[src/rtl/uart_icb_regs.sv]
// ICB slave register block for the UART: CSR/CTRL/DATA decode, sticky status
// flags built from the core's done/error pulses, and a registered level interrupt.
module uart_icb_regs #(
    parameter int unsigned AW       = 32,
    parameter logic [7:0]  CSR_OFS  = 8'h00,
    parameter logic [7:0]  CTRL_OFS = 8'h04,
    parameter logic [7:0]  DATA_OFS = 8'h08
) (
    input  logic          clk,
    input  logic          rst_n,
    input  logic          i_icb_cmd_valid,
    output logic          i_icb_cmd_ready,
    input  logic [AW-1:0] i_icb_cmd_addr,
    input  logic          i_icb_cmd_read,
    input  logic [31:0]   i_icb_cmd_wdata,
    output logic          i_icb_rsp_valid,
    input  logic          i_icb_rsp_ready,
    output logic [31:0]   i_icb_rsp_rdata,
    output logic [15:0]   baud_div,
    output logic [19:0]   ctrl,
    output logic [7:0]    tx_data,
    output logic          tx_start,
    input  logic          tx_busy,
    input  logic          tx_done,
    input  logic          rx_done,
    input  logic [7:0]    rx_byte,
    input  logic          parity_err,
    output logic          irq
);

    logic        rsp_valid_q;
    logic [31:0] rdata_q;
    logic [15:0] baud_div_q;
    logic [19:0] ctrl_q;
    logic [7:0]  tx_data_q;
    logic        tx_start_q;
    logic [7:0]  rx_buf_q;
    logic        tx_ie_q, rx_ie_q;
    logic        tx_ok_q, tx_ovr_q, rx_ok_q, rx_ovr_q, par_err_q;
    logic        irq_q;

    logic        tx_ok_d, tx_ovr_d, rx_ok_d, rx_ovr_d, par_err_d;
    logic        accept, wr_en, rd_en;
    logic        sel_csr, sel_ctrl, sel_data;
    logic        csr_rd_clr, data_wr, tx_ovr_set;
    logic [31:0] csr_val;
    logic [31:0] rd_mux;
    logic        unused_addr;

    assign unused_addr = ^i_icb_cmd_addr[AW-1:8];

    assign i_icb_cmd_ready = ~rsp_valid_q | i_icb_rsp_ready;
    assign accept          = i_icb_cmd_valid & i_icb_cmd_ready;
    assign wr_en           = accept & ~i_icb_cmd_read;
    assign rd_en           = accept & i_icb_cmd_read;

    assign sel_csr  = (i_icb_cmd_addr[7:0] == CSR_OFS);
    assign sel_ctrl = (i_icb_cmd_addr[7:0] == CTRL_OFS);
    assign sel_data = (i_icb_cmd_addr[7:0] == DATA_OFS);

    assign csr_rd_clr = rd_en & sel_csr;
    assign data_wr    = wr_en & sel_data;
    assign tx_ovr_set = data_wr & tx_busy;

    assign csr_val = {baud_div_q, 6'b0, rx_ie_q, tx_ie_q, 1'b0,
                      par_err_q, rx_ovr_q, rx_ok_q, 2'b0, tx_ovr_q, tx_ok_q};

    always_comb begin
        rd_mux = 32'h0;
        if (i_icb_cmd_read) begin
            if (sel_csr) begin
                rd_mux = csr_val;
            end else if (sel_ctrl) begin
                rd_mux = {12'h0, ctrl_q};
            end else if (sel_data) begin
                rd_mux = {24'h0, rx_buf_q};
            end
        end
    end

    // Set events take priority over the read-to-clear of the same cycle.
    always_comb begin
        tx_ok_d   = tx_ok_q;
        tx_ovr_d  = tx_ovr_q;
        rx_ok_d   = rx_ok_q;
        rx_ovr_d  = rx_ovr_q;
        par_err_d = par_err_q;
        if (csr_rd_clr) begin
            tx_ok_d   = 1'b0;
            tx_ovr_d  = 1'b0;
            rx_ok_d   = 1'b0;
            rx_ovr_d  = 1'b0;
            par_err_d = 1'b0;
        end
        if (tx_done) begin
            tx_ok_d = 1'b1;
        end
        if (tx_ovr_set) begin
            tx_ovr_d = 1'b1;
        end
        if (rx_done) begin
            rx_ok_d = 1'b1;
            if (rx_ok_q) begin
                rx_ovr_d = 1'b1;
            end
            if (parity_err) begin
                par_err_d = 1'b1;
            end
        end
    end

    always_ff @(posedge clk or negedge rst_n) begin
        if (!rst_n) begin
            rsp_valid_q <= 1'b0;
            rdata_q     <= 32'h0;
        end else if (accept) begin
            rsp_valid_q <= 1'b1;
            rdata_q     <= rd_mux;
        end else if (i_icb_rsp_ready) begin
            rsp_valid_q <= 1'b0;
        end
    end

    always_ff @(posedge clk or negedge rst_n) begin
        if (!rst_n) begin
            baud_div_q <= 16'h0;
            tx_ie_q    <= 1'b0;
            rx_ie_q    <= 1'b0;
            ctrl_q     <= 20'h0;
            tx_data_q  <= 8'h0;
            tx_start_q <= 1'b0;
        end else begin
            tx_start_q <= 1'b0;
            if (wr_en && sel_csr) begin
                baud_div_q <= i_icb_cmd_wdata[31:16];
                rx_ie_q    <= i_icb_cmd_wdata[9];
                tx_ie_q    <= i_icb_cmd_wdata[8];
            end
            if (wr_en && sel_ctrl) begin
                ctrl_q <= i_icb_cmd_wdata[19:0];
            end
            // A DATA write while the transmitter is busy is dropped.
            if (data_wr && !tx_busy) begin
                tx_data_q  <= i_icb_cmd_wdata[7:0];
                tx_start_q <= 1'b1;
            end
        end
    end

    always_ff @(posedge clk or negedge rst_n) begin
        if (!rst_n) begin
            tx_ok_q   <= 1'b0;
            tx_ovr_q  <= 1'b0;
            rx_ok_q   <= 1'b0;
            rx_ovr_q  <= 1'b0;
            par_err_q <= 1'b0;
            rx_buf_q  <= 8'h0;
            irq_q     <= 1'b0;
        end else begin
            tx_ok_q   <= tx_ok_d;
            tx_ovr_q  <= tx_ovr_d;
            rx_ok_q   <= rx_ok_d;
            rx_ovr_q  <= rx_ovr_d;
            par_err_q <= par_err_d;
            if (rx_done) begin
                rx_buf_q <= rx_byte;
            end
            irq_q <= (tx_ok_q & tx_ie_q) | (rx_ok_q & rx_ie_q);
        end
    end

    assign i_icb_rsp_valid = rsp_valid_q;
    assign i_icb_rsp_rdata = rdata_q;
    assign baud_div        = baud_div_q;
    assign ctrl            = ctrl_q;
    assign tx_data         = tx_data_q;
    assign tx_start        = tx_start_q;
    assign irq             = irq_q;

endmodule

[config.mk]
export PLATFORM = sky130hd
export DESIGN_NAME = uart_icb_regs
export DESIGN_NICKNAME = d
export VERILOG_FILES = /design/src/rtl/uart_icb_regs.sv
export SDC_FILE = /design/constraint.sdc
export NUM_CORES = 1
export LEC_CHECK = 0
export BUFFER_PORTS_ARGS = -buffer_cell sky130_fd_sc_hd__buf_2
export CORE_UTILIZATION = 43
export DETAILED_ROUTE_END_ITERATION = 10
export PLACE_DENSITY = 0.86
export SYNTH_ARGS = -nofsm -noshare
export SYNTH_HDL_FRONTEND = slang
export SYNTH_SLANG_ARGS = --single-unit
[constraint.sdc]
create_clock -name clk -period 1.65 [get_ports clk]
set_clock_uncertainty 0.1 [all_clocks]
set_input_delay 0.33 -clock clk [delete_from_list [all_inputs] [get_ports clk]]
set_output_delay 0.33 -clock clk [all_outputs]
set_load 0.01 [all_outputs]
==> metrics <==
status=finished clean; vias in the first global route=2,826; Post-Route WL=9000 um; Clk Latency, worst-skew pair=0.35 ns; DIE HEIGHT=96.0 um; IO Port Bufs=136; H-tree Lvls=3; fillcell total=681; non-filler instance count after layout=528; CP max-delay cell=dfrtp_1; first-pass GRT wire length=roughly 14,000 um; Cells after Synth=approximately 260; placed cell areas=4790 um2; clock period minus worst slack=between 1.5 and 2 ns; # DRC=0; FF-to-FF setup slack=0.11 ns; P_leak=2.72 nW; worst hold slack=about 0.055 ns; CORE AREA=around 8400 um2; CTS buffer count=9; maximum VDD drop=roughly 0.00048 V; PD cells=817 nW/um2; P&R area growth vs syn=30.9%; dpl cells=512; post-synthesis instance area=3800 um2; share of layout cells above drive strength 1=a little under three fifths; iteration-0 DRC count of the detailed router=94; Synth area leaders=dfrtp_1, mux2_2, a22o_1, mux2_4, o21ai_0; clk sink count=94; pin count of the biggest net entering global routing=41; register area share after synthesis=61.9%; crit path max fanout=9; Max Slew Vio Count=0; final setup fails=0; Setup TNS=0 ns; post-layout total power=4.07 mW; vias per std cell=5.29; CP bufs+invs=1; nets=500; GRT overflow=0; Final WS setup=0.110 ns; leading cell type in the layout, fill and taps excluded=buf_2; fmax=649 MHz; crit-path max cell delay=approximately 0.4 ns; DRT Pass-1 Iters=4; die area=9220 um2; final core area utilization=59.4%; post-synth top area share=61.9%; drt wl/cell=17.0 um; commonest cells after routing, fill and taps aside=buf_2, dfrtp_1, mux2_2; gr usage total=20.3%; critical path required time=roughly 1.8 ns; final instance area=4980 um2; post-synth cell types=34; initial antenna violation count=1; Hold Path Class=in -> reg; max-cap violations=0; Die X=96.0 um; Longest Clk Path Bufs=2; CP startpoint kind=register; RSZ-0062 raised after global routing=no; dpl ws=-0.175 ns; worst slew pin tran=0.339 ns; Initial Util=45.4%; Worst path top cell family by delay=simple AND/OR/NAND/NOR gates; worst path cell trace=nand2b_2 -> and3b_1 -> nand4_2 -> buf_12 -> mux2_2; slew margin rel.=77.4%; cell taking the most area after synthesis=dfrtp_1; row count=33; Reg clk slew, reported paths=0.09 ns; syn_nets=340; ant diodes=0; syn_area_per_cell=around 15 um2; TritonCTS clock tree=yes; Vias=~2.8k; Setup Fix Bufs, Post-CTS=0; Root Driver=clkbuf_8; Top Ports=161; synthesized flop and latch total=94; Yosys Warn Count=0; Worst Path Arrival=1.68 ns; routability cong.=around 0.80; Post-DRT Antenna Nets=0; Crit. End Element=register; Hold Vio Cnt, Final=0; period utilization=between 90 and 100%; crit path kind=reg -> reg; dpl hpwl=6670 um
-- path summary, 6_finish.rpt --
path	from	end	depth (start not counted)
min	tx_done	tx_ok_q	2
max	i_icb_rsp_valid	tx_data[3]	5
max reg2reg	i_icb_rsp_valid	tx_data[3]	5
min in group asynchronous	rst_n	i_icb_rsp_rdata[4]	2
max in group asynchronous	rst_n	rx_buf_q[0]	3
min reg2reg	i_icb_rsp_rdata[3]	i_icb_rsp_rdata[3]	2
-- flip-flops by register name, indices dropped and copies added, names as in the netlist --
| signal | count |
|---|---|
| rx_ok_q | 1 |
| ctrl | 20 |
| i_icb_rsp_rdata | 32 |
| baud_div | 16 |
| rx_ovr_q | 1 |
| rx_ie_q | 1 |
| tx_ok_q | 1 |
| tx_ie_q | 1 |
| irq | 1 |
| tx_start | 1 |
| rx_buf_q | 8 |
| i_icb_rsp_valid | 1 |
| tx_ovr_q | 1 |
| tx_data | 8 |
| par_err_q | 1 |
-- logic make-up after synthesis --
logic type / after synthesis / share of synthesized area [%]
AO/OA/AOI/OAI: 53 / 10.8
AND/OR/NAND/NOR: 43 / 7.83
buffers and inverters: 15 / 2.50
multiplexers: 54 / 17.0
flip-flops: 94 / 61.9
-- per-layer routing --
| metal | vias to the layer above | track usage [%] | wire length, um |
|---|---|---|---|
| li1 | 1276 | - | - |
| met1 | 1420 | 24.5 | 3770 |
| met2 | 86 | 35.3 | 4690 |
| met3 | 10 | 4.34 | 401 |
| met4 | 0 | 7.84 | 134 |
| met5 | - | 0 | 0 |
-- synth_stat cells --
| cell | number |
|---|---|
| and2b_1 | 1 |
| a221o_1 | 1 |
| or3b_1 | 1 |
| buf_6 | 2 |
| nor2_2 | 1 |
| nand2b_1 | 8 |
| a32oi_1 | 3 |
| o21bai_1 | 1 |
| nand2_1 | 13 |
| nand4_2 | 1 |
| buf_2 | 4 |
| nor4_1 | 1 |
| and4_1 | 1 |
| a221o_2 | 4 |
| mux2_2 | 44 |
| inv_1 | 1 |
| nand4_4 | 1 |
| nor4b_1 | 1 |
| nand3_1 | 2 |
| dfrtp_1 | 94 |
| and3b_1 | 1 |
| o21ai_0 | 14 |
| nor4_4 | 2 |
| and2_1 | 5 |
| buf_8 | 1 |
| and2_4 | 1 |
| mux2_4 | 10 |
| a21o_1 | 2 |
| nand4_1 | 2 |
| nor3_1 | 1 |
| clkbuf_1 | 5 |
| a22o_1 | 22 |
| a22oi_1 | 6 |
| buf_4 | 2 |
-- cell type report --
| cell class | count | area (um2) | area share (%) |
|---|---|---|---|
| flip-flops and latches | 94 | 2350 | 47.2 |
| multi-input cells | 150 | 1370 | 27.4 |
| repair buffers | 163 | 951 | 19.1 |
| clock buffers | 11 | 141 | 2.84 |
| well taps | 105 | 131 | 2.64 |
| clock inverters | 4 | 32.5 | 0.653 |
| inverters | 1 | 3.75 | 0.0754 |
-- report_power, final --
group / internal [mW] / switching, mW / total (mW)
clock network: 0.590 / 0.782 / 1.37
registers: 2.35 / 0.0270 / 2.37
logic: 0.153 / 0.170 / 0.323
-- repair_timing --
| action | 4_1_cts | 5_1_grt |
|---|---|---|
| resized for setup | 2 | 0 |
| hold endpoints to repair | 21 | 0 |
| hold buffers | 1 | 0 |
| endpoints found under the setup margin | 23 | 0 |
Note: power is estimated with default switching activity, not from simulation.
